<file path="config.mk">
export PLATFORM = sky130hd
export DESIGN_NAME = ifu
export DESIGN_NICKNAME = d
export VERILOG_FILES = /design/src/rtl/ifu.sv
export SDC_FILE = /design/constraint.sdc
export NUM_CORES = 1
export LEC_CHECK = 0
export ABC_CLOCK_PERIOD_IN_PS = 1900
export BUFFER_PORTS_ARGS = -buffer_cell sky130_fd_sc_hd__buf_2
export CAP_MARGIN = 20
export CORE_ASPECT_RATIO = 1.1
export CORE_MARGIN = 2
export CORE_UTILIZATION = 43
export DETAILED_ROUTE_END_ITERATION = 8
export PLACE_DENSITY_LB_ADDON = 0.2
export SLEW_MARGIN = 40
export SYNTH_ARGS = -nofsm -noshare
export SYNTH_HDL_FRONTEND = slang
export SYNTH_SLANG_ARGS = --single-unit
</file>
<file path="constraint.sdc">
create_clock -name clk -period 1.9 [get_ports clk]
set_input_delay 0.19 -clock clk [delete_from_list [all_inputs] [get_ports clk]]
set_output_delay 0.19 -clock clk [all_outputs]
set_load 0.01 [all_outputs]
</file>
<file path="src/rtl/ifu.sv">
// rtl/ifu.sv - two-stage instruction fetch unit (pre-IF request, IF hold/buffer)
module ifu (
  input  logic        clk,
  input  logic        resetn,
  output logic        inst_sram_en,
  output logic [3:0]  inst_sram_we,
  output logic [31:0] inst_sram_addr,
  output logic [31:0] inst_sram_wdata,
  input  logic [31:0] inst_sram_rdata,
  input  logic        IDU_br_taken,
  input  logic        IDU_br_taken_cancel,
  input  logic [31:0] IDU_br_target,
  input  logic        IDU_allow_in,
  output logic        IFU_to_IDU_valid,
  output logic [31:0] pc_from_IFU,
  output logic [31:0] inst_from_IFU
);

  localparam logic [31:0] RESET_PC = 32'h1BFF_FFFC;

  logic        preif_valid;
  logic        fs_valid;
  logic [31:0] fs_pc;
  logic        resp_valid;
  logic        inst_buf_valid;
  logic [31:0] inst_buf;

  logic [31:0] nextpc;
  logic        fs_ready_go;
  logic        fs_allow_in;
  logic        to_id_fire;
  logic        buf_capture;

  // A held branch needs no action here: ID keeps allow_in low until the cancel resolves it.
  logic unused_br_taken;
  assign unused_br_taken = IDU_br_taken;

  assign nextpc      = IDU_br_taken_cancel ? IDU_br_target : fs_pc + 32'h4;
  assign fs_ready_go = fs_valid && (resp_valid || inst_buf_valid);
  assign fs_allow_in = !fs_valid || (fs_ready_go && IDU_allow_in);

  assign inst_sram_en    = resetn && preif_valid && (fs_allow_in || IDU_br_taken_cancel);
  assign inst_sram_we    = 4'h0;
  assign inst_sram_addr  = nextpc;
  assign inst_sram_wdata = 32'h0;

  assign IFU_to_IDU_valid = resetn && fs_valid && fs_ready_go && !IDU_br_taken_cancel;
  assign pc_from_IFU      = fs_pc;
  assign inst_from_IFU    = inst_buf_valid ? inst_buf : inst_sram_rdata;

  assign to_id_fire  = IFU_to_IDU_valid && IDU_allow_in;
  // The SRAM word is only on the bus for one cycle, so keep it if ID stalls.
  assign buf_capture = fs_valid && resp_valid && !inst_buf_valid && !IDU_allow_in
                       && !IDU_br_taken_cancel;

  always_ff @(posedge clk) begin
    if (!resetn) begin
      preif_valid    <= 1'b0;
      fs_valid       <= 1'b0;
      fs_pc          <= RESET_PC;
      resp_valid     <= 1'b0;
      inst_buf_valid <= 1'b0;
      inst_buf       <= 32'h0;
    end else begin
      preif_valid <= 1'b1;
      resp_valid  <= inst_sram_en;
      if (inst_sram_en) begin
        fs_valid <= 1'b1;
        fs_pc    <= nextpc;
      end
      if (IDU_br_taken_cancel || to_id_fire) begin
        inst_buf_valid <= 1'b0;
      end else if (buf_capture) begin
        inst_buf_valid <= 1'b1;
        inst_buf       <= inst_sram_rdata;
      end
    end
  end

endmodule
</file>
==> impl_metrics.json <==
{
  "drcViolationCount": 0,
  "ys.warnings.count": 0,
  "min_period_ns": 2.15,
  "startpoint_type": "flop",
  "drt-total-wl_microns": 14700,
  "grt_pass1_vias": 4573,
  "stdcell_area_sq_um": 6580,
  "clock_skew_ns": 0.0132,
  "synth_area_leaders": "dfxtp_1, mux2_2, nand2_1",
  "grt_max_degree": 42,
  "setup_viol": 24,
  "antenna_found_initial": 0,
  "synth_top_family_by_area": "simple AND/OR/NAND/NOR gates",
  "p_leak_nw": 2.89,
  "cts.sinks": 68,
  "timing.fmax_mhz": 465,
  "num_vias": 4988,
  "place_congestion": 0.883,
  "num_antenna_cells": 0,
  "cts_buffers": 9,
  "htreeDepth": 3,
  "die_height_microns": 110,
  "grtUsageTotal": 0.249,
  "path_class": "reg2out",
  "synth_top_area_share": 0.311,
  "wl_per_cell_microns": 15.7,
  "overflow": 0,
  "power_switching_mw": 1.52,
  "status": "finished with violations",
  "portBuffers": 165,
  "yosysMostFrequentCell": "nand2_1",
  "internal_power_mw": 2.96,
  "p_seq_frac": 0.347,
  "cts_tree": "yes",
  "p_sw_frac": 0.339,
  "yosys-top-cells-count": "nand2_1, dfxtp_1, a21oi_1",
  "clk_pin_slew_ns": 0.07,
  "combinationalPowerShare": 0.375,
  "yosysUniqueCellTypes": 58,
  "areaGrowthSynthToFinish_pct": 50.2,
  "end_kind": "output pin",
  "dp_slack_ns": -0.0652,
  "synthArstFlopShare": 0,
  "rsz0062_at_grt": "yes",
  "synth.area.mux_share": 0.105,
  "row_count": 38,
  "nets": 878,
  "required_ns": 1.71,
  "synth-simple-area-share": 0.257,
  "violations": "negative setup slack",
  "setup_ws_ns": -0.250,
  "synth_fa_ha_area_frac": 0.00286,
  "synth.largest_area_cell": "dfxtp_1",
  "dieArea_sq_um": 11000,
  "synth-xor-area-share": 0.0460,
  "core_area_sq_um": 9890,
  "start_util": 0.443,
  "final_hold_viol_count": 0,
  "insertion_delay_ns": 0.35,
  "clockPowerShare": 0.278,
  "power.density_nw_per_um2": 681,
  "synth-compound-area-share": 0.172,
  "place_area_sq_um": 5600,
  "layout-drive-gt1-share": 0.478,
  "final_antenna_net_count": 0,
  "vdd_drop_max_uv": 407,
  "dp_hpwl_microns": 9850,
  "ys_ff_latch": 68,
  "drv_slew": 0,
  "dr.first_iter.drc_count": 200,
  "yosysSeqAreaShare": 0.311,
  "clockBufferDepth": 2,
  "io-pin-count": 203,
  "hold_slack_ns": 0.0663,
  "maxCapViolations": 0,
  "synthFlopType": "dfxtp_1",
  "total_power_mw": 4.48,
  "die_w_microns": 100,
  "hold_class": "in2reg",
  "worstPathArrival_ns": 1.96,
  "synth_edf_count": 0,
  "mappedNetlistArea_sq_um": 4380,
  "cts-root-buf": "clkbuf_8",
  "utilization": 0.665,
  "hold_buffers": 0,
  "critPathMaxFanout": 3,
  "grt_pass1_wl_microns": 21900,
  "syn_area_per_cell_sq_um": 7.66,
  "firstDrtPassIters": 4,
  "via_per_inst": 5.35,
  "min_period_over_period": 1.13,
  "netlist_instances": 572
}
state kept, by name, indices dropped and copies added (netlist names):
register        flops
resp_valid          1
inst_buf           32
preif_valid         1
fs_valid            1
pc_from_IFU        32
inst_buf_valid      1
power groups by stage:
stage	combinational, mW	sequential (mW)	clock (mW)
finish	1.68	1.55	1.25
floorplan	0.716	1.62	0
CTS	1.50	1.55	1.27
global placement	1.21	1.58	0
detailed placement	1.22	1.58	0
global route	1.79	1.56	1.33
critical path, cell delays in order (launching register included):
cell,delay [ns]
dfxtp_1,0.37
nand4_1,0.21
buf_4,0.20
buf_6,0.11
nor3_4,0.20
xnor2_1,0.09
a21boi_1,0.16
buf_4,0.16
buf_6,0.10
kinds of logic (layout without fill, tap and decap cells):
logic type,after synthesis,count (layout)
mux,41,41
simple gates,224,225
other cells,1,36
xor+xnor,23,23
fa+ha+maj,1,1
buf+inv,86,291
flops,68,68
compound gates,128,128
metal layers:
metal  GRT usage  vias up  part of all wire
li1            -     2403                 -
met1       0.304     2351              0.40
met2       0.435      204              0.52
met3      0.0394       30             0.062
met4       0.103        0             0.022
met5           0        -                 0
layout by cell type, fill, tap and decap left out, types with 4 or more instances in the layout:
cell type	instances
a21boi_1	6
a21o_1	4
a21oi_1	49
a31oi_1	5
and3_1	6
and4_4	5
buf_12	4
buf_2	160
buf_4	77
buf_6	19
clkbuf_8	11
conb_1	36
dfxtp_1	48
dfxtp_2	11
dfxtp_4	9
inv_1	12
mux2_2	35
mux2_4	4
nand2_1	112
nand2_4	4
nand2b_1	10
nand3_1	14
nand4_1	10
nand4_4	4
nor2_1	17
nor3_4	6
nor4_4	7
o21ai_0	22
o21ai_1	10
xnor2_1	17
final timing paths:
check	from	endpoint	slack, ns	cells past startpoint
max	pc_from_IFU[16]$_SDFFE_PN1P_	inst_sram_addr[17]	-0.25	8
min reg2reg	inst_buf[11]$_SDFFE_PN0P_	inst_buf[11]$_SDFFE_PN0P_	0.45	2
max reg2reg	pc_from_IFU[4]$_SDFFE_PN1P_	pc_from_IFU[25]$_SDFFE_PN1P_	-0.05	7
min	IDU_allow_in	inst_buf_valid$_SDFFE_PP0P_	0.07	2
layout make-up:
cell class / count / area (sq um)
Fill cell: 840 / 3310
Inverter: 15 / 56.3
Timing Repair Buffer: 260 / 1670
Clock inverter: 3 / 45.0
Sequential cell: 68 / 1410
Tap cell: 120 / 150
Multi-Input combinational cell: 454 / 3080
Clock buffer: 13 / 159
stage by stage:
step	std cells	setup TNS, ns
floorplan	607	0
finish	933	-3.80
CTS	922	-3.56
global placement	881	-0.0736
global route	933	-6.00
detailed placement	881	-0.0981
repair_timing:
action / 4_1_cts / 5_1_grt
resized for setup: 85 / 42
endpoints found under the setup margin: 23 / 32
endpoints found under the hold margin: 0 / 0
pin swaps: 34 / 35
gates cloned: 1 / 0
buffers inserted: 24 / 13
(Power assumes the default switching activity.)
